## config.mk

```make
export PLATFORM = sky130hd
export DESIGN_NAME = branch_recovery_ctrl
export DESIGN_NICKNAME = d
export VERILOG_FILES = /design/src/rtl/rv32i_types.sv /design/src/rtl/branch_recovery_ctrl_perf_counter.sv /design/src/rtl/branch_recovery_ctrl.sv
export SDC_FILE = /design/constraint.sdc
export NUM_CORES = 1
export LEC_CHECK = 0
export BUFFER_PORTS_ARGS = -buffer_cell sky130_fd_sc_hd__buf_2
export CAP_MARGIN = 20
export CORE_MARGIN = 2
export CORE_UTILIZATION = 56
export DETAILED_ROUTE_END_ITERATION = 8
export PLACE_DENSITY = 0.85
export SYNTH_ARGS = -nofsm -noshare
export SYNTH_HDL_FRONTEND = slang
export SYNTH_SLANG_ARGS = --single-unit
```

## constraint.sdc

```tcl
create_clock -name clk -period 5.2 [get_ports clk]
set_input_delay 1.04 -clock clk [delete_from_list [all_inputs] [get_ports clk]]
set_output_delay 1.04 -clock clk [all_outputs]
set_load 0.01 [all_outputs]
```

## src/rtl/rv32i_types.sv

```systemverilog
// Shared RV32I types: the machine word and the branch-recovery FSM states.
package rv32i_types;

  typedef logic [31:0] rv32i_word;

  typedef enum logic [1:0] {
    BR_IDLE,
    BR_WAIT_FETCH,
    BR_REDIRECT
  } br_rec_state_t;

  localparam rv32i_word INSTR_BYTES = 32'd4;

  // Correct-path PC once the real direction is known; the add wraps modulo 2^32.
  function automatic rv32i_word recovery_pc(input logic taken,
                                            input rv32i_word pc,
                                            input rv32i_word tgt);
    return taken ? tgt : pc + INSTR_BYTES;
  endfunction

endpackage

```

## src/rtl/branch_recovery_ctrl_perf_counter.sv

```systemverilog
// 32-bit event counter that sticks at all-ones instead of wrapping.
module perf_counter
  import rv32i_types::*;
(
  input  logic      clk,
  input  logic      rst,
  input  logic      inc,
  output rv32i_word count
);

  rv32i_word count_reg;

  always_ff @(posedge clk) begin
    if (rst) begin
      count_reg <= '0;
    end else if (inc && (count_reg != 32'hFFFF_FFFF)) begin
      count_reg <= count_reg + 32'd1;
    end
  end

  assign count = count_reg;

endmodule

```

## src/rtl/branch_recovery_ctrl.sv

```systemverilog
// Flush / drain-fetch / redirect sequencer for resolved control flow, plus
// the one-cycle predictor update strobe and branch performance counters.
module branch_recovery_ctrl
  import rv32i_types::*;
(
  input  logic      clk,
  input  logic      rst,
  input  logic      ex_valid,
  input  logic      ex_is_branch,
  input  logic      ex_is_jump,
  input  logic      misprediction,
  input  logic      br_en,
  input  rv32i_word ex_pc,
  input  rv32i_word target,
  input  logic      pipe_stall,
  input  logic      icache_busy,
  output logic      flush_ifid,
  output logic      flush_idex,
  output logic      hold_front,
  output logic      pc_redirect,
  output rv32i_word redirect_pc,
  output logic      pred_update_valid,
  output rv32i_word pred_update_pc,
  output rv32i_word pred_update_target,
  output logic      pred_update_taken,
  output rv32i_word perf_branches,
  output rv32i_word perf_mispredicts
);

  br_rec_state_t state_reg, state_next;

  rv32i_word redirect_pc_reg;
  logic      upd_valid_reg;
  rv32i_word upd_pc_reg;
  rv32i_word upd_target_reg;
  logic      upd_taken_reg;

  logic resolve_evt;
  logic mispredict_evt;
  logic actual_taken;

  // Anything reaching EX while a recovery is in flight is wrong-path and dropped.
  assign resolve_evt    = ex_valid && (ex_is_branch || ex_is_jump) && !pipe_stall
                          && (state_reg == BR_IDLE);
  assign mispredict_evt = resolve_evt && misprediction;
  assign actual_taken   = br_en || ex_is_jump;

  always_ff @(posedge clk) begin
    if (rst) begin
      state_reg <= BR_IDLE;
    end else begin
      state_reg <= state_next;
    end
  end

  always_comb begin
    state_next  = state_reg;
    flush_ifid  = 1'b0;
    flush_idex  = 1'b0;
    hold_front  = 1'b0;
    pc_redirect = 1'b0;
    unique case (state_reg)
      BR_IDLE: begin
        if (mispredict_evt) begin
          flush_ifid = 1'b1;
          flush_idex = 1'b1;
          state_next = icache_busy ? BR_WAIT_FETCH : BR_REDIRECT;
        end
      end
      BR_WAIT_FETCH: begin
        // Keep killing IF/ID so a late wrong-path fetch never reaches decode.
        hold_front = 1'b1;
        flush_ifid = 1'b1;
        if (!icache_busy) begin
          state_next = BR_REDIRECT;
        end
      end
      BR_REDIRECT: begin
        pc_redirect = 1'b1;
        flush_ifid  = 1'b1;
        if (!pipe_stall) begin
          state_next = BR_IDLE;
        end
      end
      default: begin
        state_next = BR_IDLE;
      end
    endcase
  end

  always_ff @(posedge clk) begin
    if (rst) begin
      redirect_pc_reg <= '0;
    end else if (mispredict_evt) begin
      redirect_pc_reg <= recovery_pc(actual_taken, ex_pc, target);
    end
  end

  always_ff @(posedge clk) begin
    if (rst) begin
      upd_valid_reg  <= 1'b0;
      upd_pc_reg     <= '0;
      upd_target_reg <= '0;
      upd_taken_reg  <= 1'b0;
    end else begin
      upd_valid_reg <= resolve_evt;
      if (resolve_evt) begin
        upd_pc_reg     <= ex_pc;
        upd_target_reg <= target;
        upd_taken_reg  <= actual_taken;
      end
    end
  end

  assign redirect_pc        = redirect_pc_reg;
  assign pred_update_valid  = upd_valid_reg;
  assign pred_update_pc     = upd_pc_reg;
  assign pred_update_target = upd_target_reg;
  assign pred_update_taken  = upd_taken_reg;

  perf_counter u_perf_branches (
    .clk   (clk),
    .rst   (rst),
    .inc   (resolve_evt),
    .count (perf_branches)
  );

  perf_counter u_perf_mispredicts (
    .clk   (clk),
    .rst   (rst),
    .inc   (mispredict_evt),
    .count (perf_mispredicts)
  );

endmodule
```

==> results of run 1 <==
## worst max-delay path by stage
| stage | start | end | slack [ps] |
|---|---|---|---|
| after floorplan | pipe_stall | flush_ifid | 1680 |
| after global placement | pipe_stall | flush_ifid | 1620 |
| after detailed placement | pipe_stall | flush_ifid | 1590 |
| after CTS | pipe_stall | flush_ifid | 1590 |
| after global routing | pipe_stall | flush_ifid | 1460 |
| final | pipe_stall | flush_ifid | 1590 |
## metal layers
layer / vias to the layer above / GRT usage
li1: 3894 / -
met3: 44 / 0.0978
met5: - / 0
met1: 3814 / 0.374
met2: 369 / 0.501
met4: 0 / 0.108
## critical path, stage by stage
cell	delay (ps)
buf_2	100
o21bai_1	280
or2_2	380
inv_2	450
nor2_1	90
nor2_1	90
buf_2	130
## layout make-up
type / instances / area, um2
timing repair buffer: 243 / 1230
sequential: 164 / 3280
clock inverter: 9 / 128
multi-input combinational: 739 / 4230
fill: 1158 / 4100
inverter: 15 / 56.3
clock buffer: 23 / 468
tap: 180 / 225
## cell usage in the layout (no fill, tap or decap), types with 7 or more instances in the layout
| cell type | count |
|---|---|
| or4_1 | 20 |
| and3_1 | 11 |
| a21oi_1 | 113 |
| and4_1 | 7 |
| nor2b_1 | 16 |
| clkbuf_16 | 17 |
| dfxtp_1 | 164 |
| nand4_1 | 29 |
| nor4_1 | 10 |
| ha_1 | 7 |
| buf_2 | 237 |
| or3_1 | 28 |
| xor2_1 | 21 |
| nor3_1 | 17 |
| nand2_1 | 179 |
| nor2_1 | 73 |
| o31ai_1 | 19 |
| mux2_2 | 18 |
| inv_1 | 14 |
| nand3b_1 | 14 |
| o21ai_0 | 28 |
| nand3_1 | 42 |
## power by group
| group | total (uW) | switching (uW) | internal [uW] |
|---|---|---|---|
| Sequential | 1330 | 27.8 | 1310 |
| Combinational | 359 | 234 | 125 |
| Clock | 1280 | 506 | 779 |
| Total | 2980 | 768 | 2210 |
## kinds of logic (layout without fill, tap and decap cells)
logic type	after synthesis	after routing
and+or+nand+nor	478	478
xor gates and xnor gates	26	26
adders and majority gates	7	7
DFF	164	164
muxes	24	24
buffers and inverters	73	290
AOI/OAI and AO/OA	204	204
## stage by stage
step            util  cell area (um2)
6_report       0.701             9620
5_1_grt        0.701             9620
4_1_cts        0.701             9620
3_5_place_dp   0.658             9020
3_3_place_gp   0.658             9020
2_1_floorplan      -             7780
==> results.yml, run 1 <==
outcome:
  status: "finished, final reports clean"
synth:
  synth.ff_latch_count: 164
  synth.yosys.warnings: 0
  synth.top_cell.area_share: 0.422
  synth_adder_area_share: 0.0113
  yosys_most_used_dff: "dfxtp_1"
  post_synthesis_cell_area_um2: 7780
  yosysUniqueCellTypes: 60
  synth_top_family_by_area: "simple AND/OR/NAND/NOR gates"
  yosysMostFrequentCell: "nand2_1"
  synthXorXnorAreaFrac: 0.0293
  synth_top_cell_by_area: "dfxtp_1"
  netlist_top_cells_area: "dfxtp_1 42%, nand2_1 8.6%, a21oi_1 7.3%"
  nets_in_the_synthesized_netlist: 1056
  synth-compound-area-share: 0.156
  asyncSetResetFlopFracSynth: 0
  synth-edff-count: 0
  synth_seq_area_share: 0.422
  synthSimpleGateAreaFrac: 0.310
  yosys-top-cells-count: "179 x nand2_1, 164 x dfxtp_1, 113 x a21oi_1, 75 x nor2_1, 42 x nand3_1"
  postSynthCellCount: 976
  synth.mux.area_fraction: 0.0338
  synth_area_per_cell_um2: 7.97
timing:
  totalNegativeSetupSlack_ps: 0
  fin_worst_hold_slack_ps: 450
  slew-limit-headroom: 0.416
  report.final.hold_viol_count: 0
  maximum_clock_frequency_mhz: 277
  post-route-period-util: 0.695
  fin_ws_ps: 1590
  slew_viol_final: 0
  finalWorstPathRequiredPeriod_ps: 3610
  rsz0062_at_grt: "no"
  finalSetupViolCount: 0
  worst-slew-pin-transition_ps: 873
  clock-skew-final_ps: 7.93
power:
  leakage_uw: 0.00395
  powerDensity_nw_per_um2: 310
  post-layout-total-power_uw: 2980
  ir_drop_mv: 0.337
setup_path:
  cp-start-kind: "input pin"
  worstReg2RegStart: "state_reg[0]"
  worst_r2r_setup_slack_ps: 2240
  path_max_fanout: 33
  crit_path_end_kind: "output pin"
  critical_path.reg2reg.endpoint: "u_perf_mispredicts.count[25]"
  worstPathRequired_ps: 4160
  worstPathArrival_ps: 2570
  worstSetupPathType: "in -> out"
  ff2ff_path_depth: 8
die:
  die_area_um2: 14900
  initial_standard_cell_utilization_of_the_core: 0.567
  io-pin-count: 239
  standard_cell_core_area_um2: 13700
  die_boundary_width_um: 122
  floorplan.rows: 43
  die_height_um: 122
cts:
  cts_setup_buffers: 0
  clock_path_buffers: 2
  cts_tree: "done"
  number_of_gates_resized_after_cts: 0
  worst_skew_pair.late_latency_ps: 430
  cts.sink_count: 164
  clock_tree.htree_level_count: 4
  worst_path_clk_slew_ps: 60
  cts.root.buffer_cell: "clkbuf_16"
  postCtsHoldBufs: 0
  cts_made_buffers: 17
final_layout:
  post_layout_nonfiller_instances: 1373
  final_layout_size_suffix_gt1_frac: 0.260
  antenna_cells: 0
  finalNetCount: 1260
  areaGrowthSynthToFinish_pct: 23.6
drt:
  detail_route.drc_violations: 0
  route.detailed.vias_per_inst: 5.91
  dr.first_iter.drc_count: 807
  antenna_violating_nets_post_route: 0
  wl_per_cell_um: 16.9
  met2_wirelength_mm: 11.3
  detail_route.first_pass.iterations: 5
  topRoutingLayerUsed: "met4"
  via_count: 8121
  wirelength_met1_mm: 9.25
  met3_length_mm: 2.14
  routed_wl_mm: 23.2
placed_design:
  dpl.hpwl_mm: 16.0
  io_buffers: 238
  number_of_placed_instances_taps_included: 1341
  dp_worst_setup_slack_ps: 1590
  gpl.final_weighted_congestion: 0.888
global_routing:
  grt_pass1_wl_mm: 36.1
  grt_overflow: 0
  grt_max_degree: 103
  vias_in_the_first_global_route: 7380
  number_of_antenna_violations_at_the_first_check_in_global_routing: 0
  groute.usage.overall: 0.304
flow_run:
  drv_cap: 0
worst_hold_path:
  hold_path.startpoint: "pred_update_target[0]"
  worst_hold_path.endpoint: "pred_update_target[0]"
  worst_hold_path_type: "reg -> reg"
  hold_depth: 2
Note: power is estimated with default switching activity, not from simulation.
==> run 2, diff against run 1 <==
- CORE_UTILIZATION: 56 -> 47
- PLACE_DENSITY: 0.85 -> 0.76
- clock period: 5.2 -> 3 ns (I/O delays scaled with it)
==> run 2 against run 1 <==
Against the previous run: core utilization down 11 points; worst hold slack worse by 30 ps; critical path depth unchanged; global-route usage decreased by 4.7 points; count of clock-buffer cells in the layout rose by 1; sequential share of layout area is 0.24 points lower; setup slack got worse by 1300 ps; critical path type is now reg -> out; largest power group unchanged.
==> results.yml, run 2 (synthesis gave the netlist of run 1 again) <==
timing:
  post-route-period-util: 0.917
  worst-slew-pin-transition_ps: 607
  clock-skew-final_ps: 8.55
  totalNegativeSetupSlack_ps: 0
  finalWorstPathRequiredPeriod_ps: 2750
  slew_viol_final: 0
  rsz0062_at_grt: "no"
  finalSetupViolCount: 0
  slew-limit-headroom: 0.592
  report.final.hold_viol_count: 0
  maximum_clock_frequency_mhz: 363
global_routing:
  groute.usage.overall: 0.257
  vias_in_the_first_global_route: 7193
  grt_max_degree: 83
  grt_overflow: 0
  number_of_antenna_violations_at_the_first_check_in_global_routing: 0
  grt_pass1_wl_mm: 36.9
die:
  standard_cell_core_area_um2: 16400
  die_area_um2: 17600
  io-pin-count: 239
  floorplan.rows: 47
  die_boundary_width_um: 133
  initial_standard_cell_utilization_of_the_core: 0.474
  die_height_um: 133
drt:
  routed_wl_mm: 23.0
  route.detailed.vias_per_inst: 5.63
  wl_per_cell_um: 16.2
  detail_route.first_pass.iterations: 5
  detail_route.drc_violations: 0
  via_count: 8011
  dr.first_iter.drc_count: 591
  antenna_violating_nets_post_route: 0
power:
  clock_power_share: 0.409
  power.share.combinational: 0.127
  total_switching_power_uw: 1320
  sw_frac_of_total: 0.266
  ir_drop_mv: 0.375
  powerDensity_nw_per_um2: 514
  cell_internal_pwr_uw: 3650
  leakage_uw: 0.00397
  power.share.sequential: 0.465
  post-layout-total-power_uw: 4980
cts:
  cts.root.buffer_cell: "clkbuf_16"
  clock_tree.htree_level_count: 4
  cts.sink_count: 164
  cts_tree: "done"
  worst_path_clk_slew_ps: 60
  postCtsHoldBufs: 0
  cts_made_buffers: 17
  cts_setup_buffers: 0
  clock_path_buffers: 2
  worst_skew_pair.late_latency_ps: 420
  number_of_gates_resized_after_cts: 0
setup_path:
  worst_r2r_setup_slack_ps: 440
  path_max_fanout: 13
  cp-start-kind: "flop"
  worstPathRequired_ps: 2400
  worstSetupPathType: "reg -> out"
  crit_path_end_kind: "output pin"
  worstPathArrival_ps: 2150
placed_design:
  io_buffers: 238
  gpl.final_weighted_congestion: 0.896
  dpl.hpwl_mm: 16.6
final_layout:
  finalNetCount: 1269
  final_layout_size_suffix_gt1_frac: 0.267
  final_cell_mix: "237 x buf_2, 179 x nand2_1, 164 x dfxtp_1"
  final_common_cell: "buf_2"
  antenna_cells: 0
  areaGrowthSynthToFinish_pct: 24.5
flow_run:
  drv_cap: 0
worst_hold_path:
  worst_hold_path_type: "in -> reg"
outcome:
  status: "finished, final reports clean"
==> run 2: per-layer routing <==
| metal | share of wire | up-vias | global-route usage | routed length [um] |
|---|---|---|---|---|
| met2 | 0.46 | 318 | 0.410 | 10600 |
| met5 | 0 | - | 0 | 0 |
| li1 | - | 3917 | - | - |
| met3 | 0.076 | 45 | 0.0701 | 1750 |
| met4 | 0.026 | 0 | 0.0872 | 600 |
| met1 | 0.44 | 3731 | 0.337 | 10100 |
==> run 2: through the flow <==
step | hold slack, ps | util | setup WS (ps) | instances | area (um2)
final | 420 | 0.591 | 248 | 1422 | 9690
after global routing | 413 | 0.591 | 129 | 1422 | 9690
after CTS | 414 | 0.591 | 239 | 1422 | 9690
after detailed placement | 443 | 0.557 | 212 | 1390 | 9140
after global placement | 436 | 0.557 | 326 | 1390 | 9140
after floorplan | 476 | - | 361 | 976 | 7780
==> run 2: power groups by stage <==
stage               Clock, uW  Sequential, uW  Combinational, uW
finish                   2030            2310                631
global route             2170            2320                697
CTS                      2060            2310                631
detailed placement          0            2360                629
global placement            0            2360                623
floorplan                   0            2400                314
==> run 2: final timing paths <==
kind / to / from / cells past startpoint
setup / recovery: flush_idex / state_reg[0] / 7
setup reg to reg: u_perf_mispredicts.count[19] / state_reg[0] / 8
hold reg to reg: pred_update_target[8] / pred_update_target[8] / 2
hold / removal: pred_update_target[21] / target[21] / 3
==> run 2: cell type report <==
cell class / count / area, um2
Clock buffer: 24 / 502
Clock inverter: 8 / 50.0
Fill cell: 1482 / 6720
Inverter: 15 / 56.3
Multi-Input combinational cell: 739 / 4220
Sequential cell: 164 / 3280
Tap cell: 220 / 275
Timing Repair Buffer: 252 / 1300
==> run 2: critical path, cell delays in order, from the launching register on <==
cell and delay, ps:
dfxtp_1 340, inv_1 90, ha_1 250, nand3_1 120, or2_2 350, inv_2 190
buf_4 230, buf_2 160
